--- config.mk ---
export PLATFORM = sky130hd
export DESIGN_NAME = cell_pos_reader
export DESIGN_NICKNAME = d
export VERILOG_FILES = /design/src/rtl/cell_pos_reader.sv
export SDC_FILE = /design/constraint.sdc
export NUM_CORES = 1
export LEC_CHECK = 0
export BUFFER_PORTS_ARGS = -buffer_cell sky130_fd_sc_hd__buf_2
export CELL_PAD_IN_SITES_DETAIL_PLACEMENT = 0
export CELL_PAD_IN_SITES_GLOBAL_PLACEMENT = 1
export CORE_MARGIN = 1.5
export CORE_UTILIZATION = 49
export DETAILED_ROUTE_END_ITERATION = 10
export PLACE_DENSITY_LB_ADDON = 0.1
export SLEW_MARGIN = 10
export SYNTH_ARGS = -nofsm -noshare
export SYNTH_HDL_FRONTEND = slang
export SYNTH_SLANG_ARGS = --single-unit
--- constraint.sdc ---
create_clock -name clk -period 4.1 [get_ports clk]
set_input_delay 0.82 -clock clk [delete_from_list [all_inputs] [get_ports clk]]
set_output_delay 0.82 -clock clk [all_outputs]
set_load 0.01 [all_outputs]
--- src/rtl/cell_pos_reader.sv ---
// Sweeps one cell position memory (addresses 0..particle_count-1) and streams each word over valid/ready,
// absorbing in-flight reads in a credit-limited FWFT FIFO. Define CELL_READER_PID_EN to add out_pid.
module cell_pos_reader #(
  parameter int DATA_WIDTH   = 96,
  parameter int PARTICLE_NUM = 220,
  parameter int ADDR_WIDTH   = 8,
  parameter int RD_LATENCY   = 1,
  parameter int FIFO_DEPTH   = 4
) (
  input  logic                  clk,
  input  logic                  rst,
  input  logic                  start,
  input  logic [ADDR_WIDTH-1:0] particle_count,
  output logic [ADDR_WIDTH-1:0] mem_address,
  output logic                  mem_rden,
  output logic                  mem_wren,
  input  logic [DATA_WIDTH-1:0] mem_q,
  output logic                  out_valid,
  input  logic                  out_ready,
  output logic [DATA_WIDTH-1:0] out_pos,
  output logic                  out_last,
`ifdef CELL_READER_PID_EN
  output logic [ADDR_WIDTH-1:0] out_pid,
`endif
  output logic                  busy,
  output logic                  done
);
  localparam int PW = (FIFO_DEPTH > 1) ? $clog2(FIFO_DEPTH) : 1;
  localparam int CW = $clog2(FIFO_DEPTH + 1);

  typedef enum logic [1:0] {IDLE, ISSUE, DRAIN, DONE} state_t;

  typedef struct packed {
`ifdef CELL_READER_PID_EN
    logic [ADDR_WIDTH-1:0] pid;
`endif
    logic                  last;
    logic [DATA_WIDTH-1:0] pos;
  } entry_t;

  state_t                state, state_nxt;
  logic [ADDR_WIDTH-1:0] addr_cnt, cnt_q, last_addr;
  logic                  issue, issue_last, push, pop, wr_en, rd_en, fifo_empty, credit_ok;
  logic [RD_LATENCY:1]   vld_pipe, last_pipe;
`ifdef CELL_READER_PID_EN
  logic [RD_LATENCY:1][ADDR_WIDTH-1:0] pid_pipe;
`endif
  entry_t                fifo_mem [FIFO_DEPTH];
  entry_t                push_entry, head;
  logic [PW-1:0]         wr_ptr, rd_ptr;
  logic [CW-1:0]         fifo_count;
  int                    inflight;

  function automatic logic [PW-1:0] ptr_inc(input logic [PW-1:0] p);
    return (p == PW'(FIFO_DEPTH - 1)) ? '0 : p + 1'b1;
  endfunction

  // Oversized counts are clamped to the memory depth rather than reading past it.
  assign last_addr = (int'(cnt_q) > PARTICLE_NUM) ? ADDR_WIDTH'(PARTICLE_NUM - 1) : cnt_q - 1'b1;

  always_comb begin
    inflight = 0;
    for (int i = 1; i <= RD_LATENCY; i++) if (vld_pipe[i]) inflight++;
  end

  // Every word already in the FIFO or still in flight holds a slot; a same-cycle pop frees one.
  assign fifo_empty = (fifo_count == '0);
  assign push       = vld_pipe[RD_LATENCY];
  assign out_valid  = !fifo_empty || push;
  assign pop        = out_valid && out_ready;
  assign credit_ok  = (int'(fifo_count) + inflight) < (FIFO_DEPTH + (pop ? 1 : 0));

  always_comb begin
    state_nxt = state;
    issue     = 1'b0;
    case (state)
      IDLE:  if (start) state_nxt = (particle_count == '0) ? DONE : ISSUE;
      ISSUE: if (credit_ok) begin
        issue = 1'b1;
        if (addr_cnt == last_addr) state_nxt = DRAIN;
      end
      DRAIN: if (pop && out_last) state_nxt = DONE;
      DONE:  state_nxt = IDLE;
      default: state_nxt = IDLE;
    endcase
  end

  assign issue_last  = issue && (addr_cnt == last_addr);
  assign mem_rden    = issue;
  assign mem_address = issue ? addr_cnt : '0;
  assign mem_wren    = 1'b0;

  always_comb begin
    push_entry      = '0;
    push_entry.pos  = mem_q;
    push_entry.last = last_pipe[RD_LATENCY];
`ifdef CELL_READER_PID_EN
    push_entry.pid  = pid_pipe[RD_LATENCY];
`endif
  end

  // Fall-through: an arriving word is presented directly when the FIFO is empty.
  assign head     = fifo_empty ? push_entry : fifo_mem[rd_ptr];
  assign out_pos  = out_valid ? head.pos  : '0;
  assign out_last = out_valid ? head.last : 1'b0;
`ifdef CELL_READER_PID_EN
  assign out_pid  = out_valid ? head.pid  : '0;
`endif

  assign wr_en = push && !(fifo_empty && pop);
  assign rd_en = pop && !fifo_empty;

  always_ff @(posedge clk) begin
    if (wr_en) fifo_mem[wr_ptr] <= push_entry;
  end

  always_ff @(posedge clk or posedge rst) begin
    if (rst) begin
      state      <= IDLE;
      busy       <= 1'b0;
      done       <= 1'b0;
      addr_cnt   <= '0;
      cnt_q      <= '0;
      vld_pipe   <= '0;
      last_pipe  <= '0;
`ifdef CELL_READER_PID_EN
      pid_pipe   <= '0;
`endif
      wr_ptr     <= '0;
      rd_ptr     <= '0;
      fifo_count <= '0;
    end else begin
      state <= state_nxt;
      busy  <= (state_nxt != IDLE);
      done  <= (state_nxt == DONE);
      if (state == IDLE && start) begin
        cnt_q    <= particle_count;
        addr_cnt <= '0;
      end else if (issue) begin
        addr_cnt <= addr_cnt + 1'b1;
      end
      vld_pipe[1]  <= issue;
      last_pipe[1] <= issue_last;
`ifdef CELL_READER_PID_EN
      pid_pipe[1]  <= addr_cnt;
`endif
      for (int i = 2; i <= RD_LATENCY; i++) begin
        vld_pipe[i]  <= vld_pipe[i-1];
        last_pipe[i] <= last_pipe[i-1];
`ifdef CELL_READER_PID_EN
        pid_pipe[i]  <= pid_pipe[i-1];
`endif
      end
      if (wr_en) wr_ptr <= ptr_inc(wr_ptr);
      if (rd_en) rd_ptr <= ptr_inc(rd_ptr);
      case ({wr_en, rd_en})
        2'b10:   fifo_count <= fifo_count + 1'b1;
        2'b01:   fifo_count <= fifo_count - 1'b1;
        default: ;
      endcase
    end
  end

endmodule
; Word-level counts from Yosys, hierarchy flattened
; Memories as Yosys holds them, arrays and structs flattened.
; Cells that the tools add are included.
; Widths: inputs -> output; s select.
[op_classes]
addsub = 8
order_cmp = 2
n_eq_ne = 9
mux = 22
n_reduce_logical = 16
[ops]
columns = op, count
row1 = $mux 97, 1
row2 = $mux 96, 1
row3 = $add 4x32->32, 1
row4 = $lt 32x5->1, 1
row5 = $mux 8, 4
row6 = $mux 2, 7
row7 = $eq 2x2->1 const B, 6
row8 = $add 8x1->8 const B, 1
row9 = $eq 8x8->1, 1
row10 = $gt 8x8->1 const B, 1
row11 = $logic_not 8->1, 1
row12 = $pmux 2 s4, 1
row13 = $sub 8x1->8 const B, 1
row14 = $logic_and 1x1->1, 7
row15 = $mux 1, 7
row16 = $pmux 3 s2, 1
row17 = $reduce_bool 2->1, 3
row18 = $add 2x1->2 const B, 2
row19 = $add 3x1->4 const A, 1
row20 = $eq 2x1->1 const B, 2
row21 = $add 3x1->3 const B, 1
row22 = $logic_not 3->1, 1
row23 = $sub 3x1->3 const B, 1
row24 = $logic_not 1->1, 2
row25 = 2 further kinds, 2
[totals]
reg_bits = 29
mem_bits_rw = 388
inputBits = 108
memories = 1
[mem_list]
columns = memory, words, width, rd, rd_clocked_by_memory_dff, write_ports, line
row1 = fifo_mem, 4, 97, 1, 0, 1, 48  ; entry_t fifo_mem [FIFO_DEPTH];

; Logic depth before layout (Yosys ltp)
[logic_depth]
word_depth = 11
ltp_mapped = 11

; Worst setup path after synthesis
; Ideal clock, no wire load.
[synth_timing]
path_kind = in2reg
from = in out_ready
to = mem fifo_mem[3][0] (netlist bit), enable pin
setup_time_ns = 0.467
arrival_ns = 3.412
required_time_ns = 3.633
setup_slack_ns = 0.221
cell_stages = 2
n_path_buf = 0
cell_sequence = a21boi_1 and2_1
[synth_between]
elab_chain_len = 6
[synth_rtl]
columns = element, line
row1 = from (decl), 19  ; input logic out_ready,
row2 = $logic_and 1x1->1, 70  ; assign pop = out_valid && out_ready;
row3 = $logic_and 1x1->1, 110  ; assign wr_en = push && !(fifo_empty && pop);
row4 = $logic_not 1->1, 110
row5 = $logic_and 1x1->1, 110
row6 = $mux 1, 114  ; if (wr_en) fifo_mem[wr_ptr] <= push_entry;
row7 = $mux 1 (implied by the code), 114
row8 = to (decl), 48
; Every way passes these cells.

; Worst setup path in the final report
[layout_timing]
from = reg vld_pipe (netlist: push)
to = out mem_address[4]
[layout_between]
elab_chain_len = 8
word_cells_on_any_way = 10
[layout_rtl]
columns = element, line
row1 = from (decl), 44  ; logic [RD_LATENCY:1] vld_pipe, last_pipe;
row2 = "from (signal, indexed assignment)", 148  ; vld_pipe[i] <= vld_pipe[i-1];
row3 = branches (longest 4 deep; another with $add 4x32->32), --
row4 = $lt 32x5->1 (*), 71  ; assign credit_ok = (int'(fifo_count) + inflight) < (FIFO_DEPTH + (pop ? 1 : 0));
row5 = $mux 1 (*), 78  ; ISSUE: if (credit_ok) begin
row6 = $mux 1 (*), 76  ; case (state)
row7 = $mux 8 (*), 90  ; assign mem_address = issue ? addr_cnt : '0;
row8 = to (decl), 14  ; output logic [ADDR_WIDTH-1:0] mem_address,
; Every way passes the cells marked *.

==> impl.org <==
** Status
- The run finished with clean final reports.

** Pwr
- For this design the ratio of total power to cell area is 819.1 nW/um^2.
- Switching Share :: about a third
- Part of the power in registers :: approximately two fifths
- Of the total power, the clock network draws a little under a quarter.
- Combinational cells account for 36.4% of the total power.
- Total Power :: 16.61 mW
- In this run the static leakage power is 7.539 nW.
- The worst-case IR drop observed on VDD is ~0.00039 V.
- The analysis attributes to net switching a power of about 5.6 mW.
- Internal power summed over all cells :: 11.01 mW

** Global routing
- Congestion Overflow GR :: 0
- The first global-routing pass estimated 56.90 mm of wire.
- Total GRT Usage :: 20.71%
- The number of global-route vias before repair came to 9868.
- Entering global routing, the biggest net connects 61 pins.
- Initial antenna violation count :: 4

** Logic synthesis
- Synthesis produced a little over 1000 cells.
- The synthesized netlist occupies a cell area of 17140 um^2.
- After Yosys synthesis, XOR and XNOR cells account for under 10% of the synthesized area.
- The synthesized netlist devotes under 10% of its cell area to compound gates.
- Sorting the synthesized cells by area gives the leading types as sky130_fd_sc_hd__edfxtp_1, sky130_fd_sc_hd__mux4_2, sky130_fd_sc_hd__nand2_1.
- Sequential fraction of the synthesis area :: 72.21%
- Post-synthesis async set-or-reset flop share :: 6.954%
- In this run, distinct cell masters in the synthesized netlist total 47.
- Synthesized area divided by synthesized cell count :: 16.69 um^2
- Number of warnings printed during yosys synthesis :: 0
- Multiplexer share of the synthesized area :: 13.39%
- The synthesized design devotes to its leading area cell type 67.98% of total area.
- Of the total synthesized cell area, the portion taken by full adders, half adders and majority gates is less than 1%.
- In the synthesized netlist the dominant register cell turns out to be sky130_fd_sc_hd__edfxtp_1.
- Dominant combinational cell family by area after synthesis :: multiplexers
- Synthesis produced a netlist with a net count of 1146.
- Among all cell types in the netlist, the one instantiated most often is sky130_fd_sc_hd__edfxtp_1.
- The largest total area in the synthesized netlist belongs to sky130_fd_sc_hd__edfxtp_1.
- Simple-gate share of the synthesized area :: 9.577%
- Synthesis inferred 417 register bits.
- Number of synthesized flops with an enable pin :: 388
- The commonest cells after synthesis are sky130_fd_sc_hd__edfxtp_1, sky130_fd_sc_hd__nand2_1, sky130_fd_sc_hd__nand3_1.

** Finish
- Summing all multi-input logic gate instances after layout gives 4477 um^2.
- Synth-to-Final Area Change :: 18.33%
- Total Nets Final :: 1363
- Fraction of final layout cells with drive strength greater than 1 :: 32.52%
- Count of placed standard cells in the final layout, fillers left out :: between 1500 and 2000
- Fillers :: approximately 2700
- FF/Latch Area :: 12390 um^2

** Place
- Detailed placement finished with a half-perimeter wire length of ~21 mm.
- Number of buffers inserted by port buffering :: about 220
- Total placed cells including tap cells :: approximately 1700
- At the end of routability-driven placement, the weighted congestion stood at about 0.74.

** Drt
- In the final routed layout, each cell accounts on average for about 21 um.
- For this run, design rule violations remaining after detail routing come to 0.
- The pre-antenna-repair detailed-routing pass consisted of 5 iterations.
- Average via count per standard cell :: 5.501
- Initial DRC Count :: ~620
- Across all layers, the routed design uses 9549 vias.
- WL final :: 36.49 mm
- Antenna Violating Nets Remaining :: 0

** Clocking
- Number of buffers created by CTS :: 43
- Number of buffers on the longest clock path :: 3
- The tree is rooted in a sky130_fd_sc_hd__clkbuf_16.
- Level count of the clock H-tree :: 2
- In this run the post-CTS setup repair buffer count came out at 0.
- TritonCTS built the clock tree.
- The clock reaches the later pin of the worst-skew pair after 0.52 ns.
- Clock slew at the register clock pins of the worst setup and hold paths :: 0.06 ns
- Clock tree synthesis found a total of 417 sinks.
- Buffers inserted to repair hold after CTS numbered 0.
- PostCTS Resize Cnt :: 0

** Timing
- The max-slew violation count is 0.
- The clock arrives with 0.01249 ns of skew.
- The worst path uses 89.98% of the clock period.
- Subtracting the final worst setup slack from the clock period gives 3.689 ns.
- Setup repair after global routing left no endpoint under its margin.
- For this run, the top clock speed supported by timing is approximately 270 MHz.
- In this run the tightest slew margin relative to its limit is 37.30%.
- Hold violation total from the final report :: 0
- Worst slew pin tran :: 0.9395 ns
- Setup violations remaining at the end of the flow were counted as 0.
- Total Neg Setup Slack :: 0 ns

** Job
- Max-cap check violation count :: 0

** Die
- Height of the die :: approximately 190 um
- The floorplan has 68 rows.
- After floorplanning, the core was sized to cover 34460 um^2.
- Die Footprint :: 36110 um^2
- 218 I/O pins were placed.
- Chip width :: 190.0 um
- Starting Density :: 49.74%

** Setup path
- Data arrival at the endpoint of the critical path :: 2.87 ns
- Library cell contributing the largest single delay on the critical path :: sky130_fd_sc_hd__dfrtp_4
- Walking the worst path, the cells encountered are ha_1 -> ha_1 -> o31a_1 -> nor3_4 -> and2_1 -> buf_2.
- At the worst endpoint, the required time is 3.28 ns.
- Among the stages of the critical path, the cell type that occurs most often is sky130_fd_sc_hd__ha_1.
- Category of the most critical setup path :: register to output pin
- The worst setup path is launched from a register.
- Reg-to-reg setup timing slack :: 1.33 ns
- Largest incremental delay on the critical path :: 0.83 ns
- Critical-path maximum fanout :: roughly 50
- The worst setup path is captured at an output pin.

** Min path
- The tightest min-delay check is of the input pin to async pin type.
[flip-flops by register name, summed over array words and instances (netlist names)]
name,cells
state,2
fifo_count,3
fifo_mem,388
busy,1
last_pipe,1
done,1
cnt_q,8
addr_cnt,8
rd_ptr,2
wr_ptr,2
push,1
[cell families (layout without fill, tap and decap cells)]
kind of cell,count (synthesis),count (layout)
compound gates,27,27
other cells,1,6
xor+xnor,22,22
mux,107,107
fa+ha+maj,11,11
flops,417,417
buf+inv,76,325
simple gates,366,366
[routing by layer]
metal / wire length, um / vias to the layer above / share of wire (%) / track usage (%)
met5: 0 / - / 0 / 0
met4: 593 / 0 / 1.6 / 4.670
met3: 2075 / 43 / 5.7 / 3.689
met2: 17910 / 273 / 49 / 33.90
met1: 15900 / 4855 / 44 / 29.25
li1: - / 4378 / - / -
[power by group through the flow]
| stage | logic, mW | clock network, mW | registers, mW |
|---|---|---|---|
| finish | 6.05 | 3.95 | 6.61 |
| global route | 6.71 | 4.21 | 6.74 |
| CTS | 6.22 | 4.04 | 6.64 |
| detailed placement | 6.20 | 0 | 6.73 |
| global placement | 6.17 | 0 | 6.68 |
| floorplan | 4.24 | 0 | 6.33 |
[through the flow]
step / hold slack [ns] / cell area, um^2 / utilization, % / setup slack (ns)
2_1_floorplan: 0.4683 / 17140 / - / 0.2214
5_1_grt: 0.5032 / 20270 / 58.83 / 0.2372
3_3_place_gp: 0.5063 / 18830 / 54.64 / 0.9720
4_1_cts: 0.5026 / 20270 / 58.82 / 0.3432
3_5_place_dp: 0.5118 / 18830 / 54.64 / 0.9016
6_report: 0.5195 / 20280 / 58.86 / 0.4107
[worst max-delay path: cells and delay by family, from the launching register on]
kind                     cells  cell delay, ns
flip-flops                   1            0.83
AND/OR/NAND/NOR              2            0.54
adder cells (fa/ha/maj)      2            0.51
AO/OA/AOI/OAI                1            0.34
buffers and inverters        1            0.13
[path summary, 6_finish.rpt]
kind                                             end  cells past startpoint                start
min in group clk                cnt_q[0]$_DFFE_PP0P_                      3    particle_count[0]
hold reg to reg            fifo_mem[0][96]$_DFFE_PP_                      0  last_pipe$_DFF_PP0_
setup reg to reg             addr_cnt[6]$_DFFE_PP0P_                      8       push$_DFF_PP0_
hold / removal                 wr_ptr[0]$_DFFE_PP0P_                      2                  rst
setup / recovery                      mem_address[4]                      6       push$_DFF_PP0_
max in group asynchronous             busy$_DFF_PP0_                      3                  rst
[cells in the final DEF, fill, tap and decap left out, types with 3 or more instances in the layout]
| master | count |
|---|---|
| sky130_fd_sc_hd__dfrtp_1 | 26 |
| sky130_fd_sc_hd__and2_4 | 4 |
| sky130_fd_sc_hd__xor2_1 | 14 |
| sky130_fd_sc_hd__o21ai_0 | 7 |
| sky130_fd_sc_hd__ha_1 | 10 |
| sky130_fd_sc_hd__bufinv_16 | 7 |
| sky130_fd_sc_hd__a21oi_1 | 4 |
| sky130_fd_sc_hd__dfrtp_4 | 3 |
| sky130_fd_sc_hd__nor3_1 | 5 |
| sky130_fd_sc_hd__buf_2 | 216 |
| sky130_fd_sc_hd__o21bai_1 | 3 |
| sky130_fd_sc_hd__diode_2 | 5 |
| sky130_fd_sc_hd__clkinv_1 | 8 |
| sky130_fd_sc_hd__clkinv_2 | 5 |
| sky130_fd_sc_hd__buf_4 | 12 |
| sky130_fd_sc_hd__buf_12 | 9 |
| sky130_fd_sc_hd__and3_1 | 4 |
| sky130_fd_sc_hd__mux2_2 | 7 |
| sky130_fd_sc_hd__inv_1 | 11 |
| sky130_fd_sc_hd__xnor2_1 | 8 |
| sky130_fd_sc_hd__and2_1 | 8 |
| sky130_fd_sc_hd__nand4_1 | 6 |
| sky130_fd_sc_hd__clkbuf_8 | 4 |
| sky130_fd_sc_hd__nand3_1 | 100 |
| sky130_fd_sc_hd__nor4_1 | 3 |
| sky130_fd_sc_hd__nand2_1 | 207 |
| sky130_fd_sc_hd__nor2_1 | 15 |
| sky130_fd_sc_hd__mux4_2 | 97 |
| sky130_fd_sc_hd__clkbuf_1 | 8 |
| sky130_fd_sc_hd__o31a_1 | 3 |
| sky130_fd_sc_hd__edfxtp_1 | 388 |
| sky130_fd_sc_hd__clkbuf_16 | 43 |
[area by class of cell]
cell class | instances | area share [%]
Multi-Input combinational cell | 534 | 22.07
Tap cell | 455 | 2.807
Sequential cell | 417 | 61.08
Clock buffer | 55 | 5.725
Inverter | 11 | 0.2036
Timing Repair Buffer | 237 | 6.663
Antenna cell | 5 | 0.06169
Clock inverter | 22 | 1.388
Note: power is estimated with default switching activity, not from simulation.
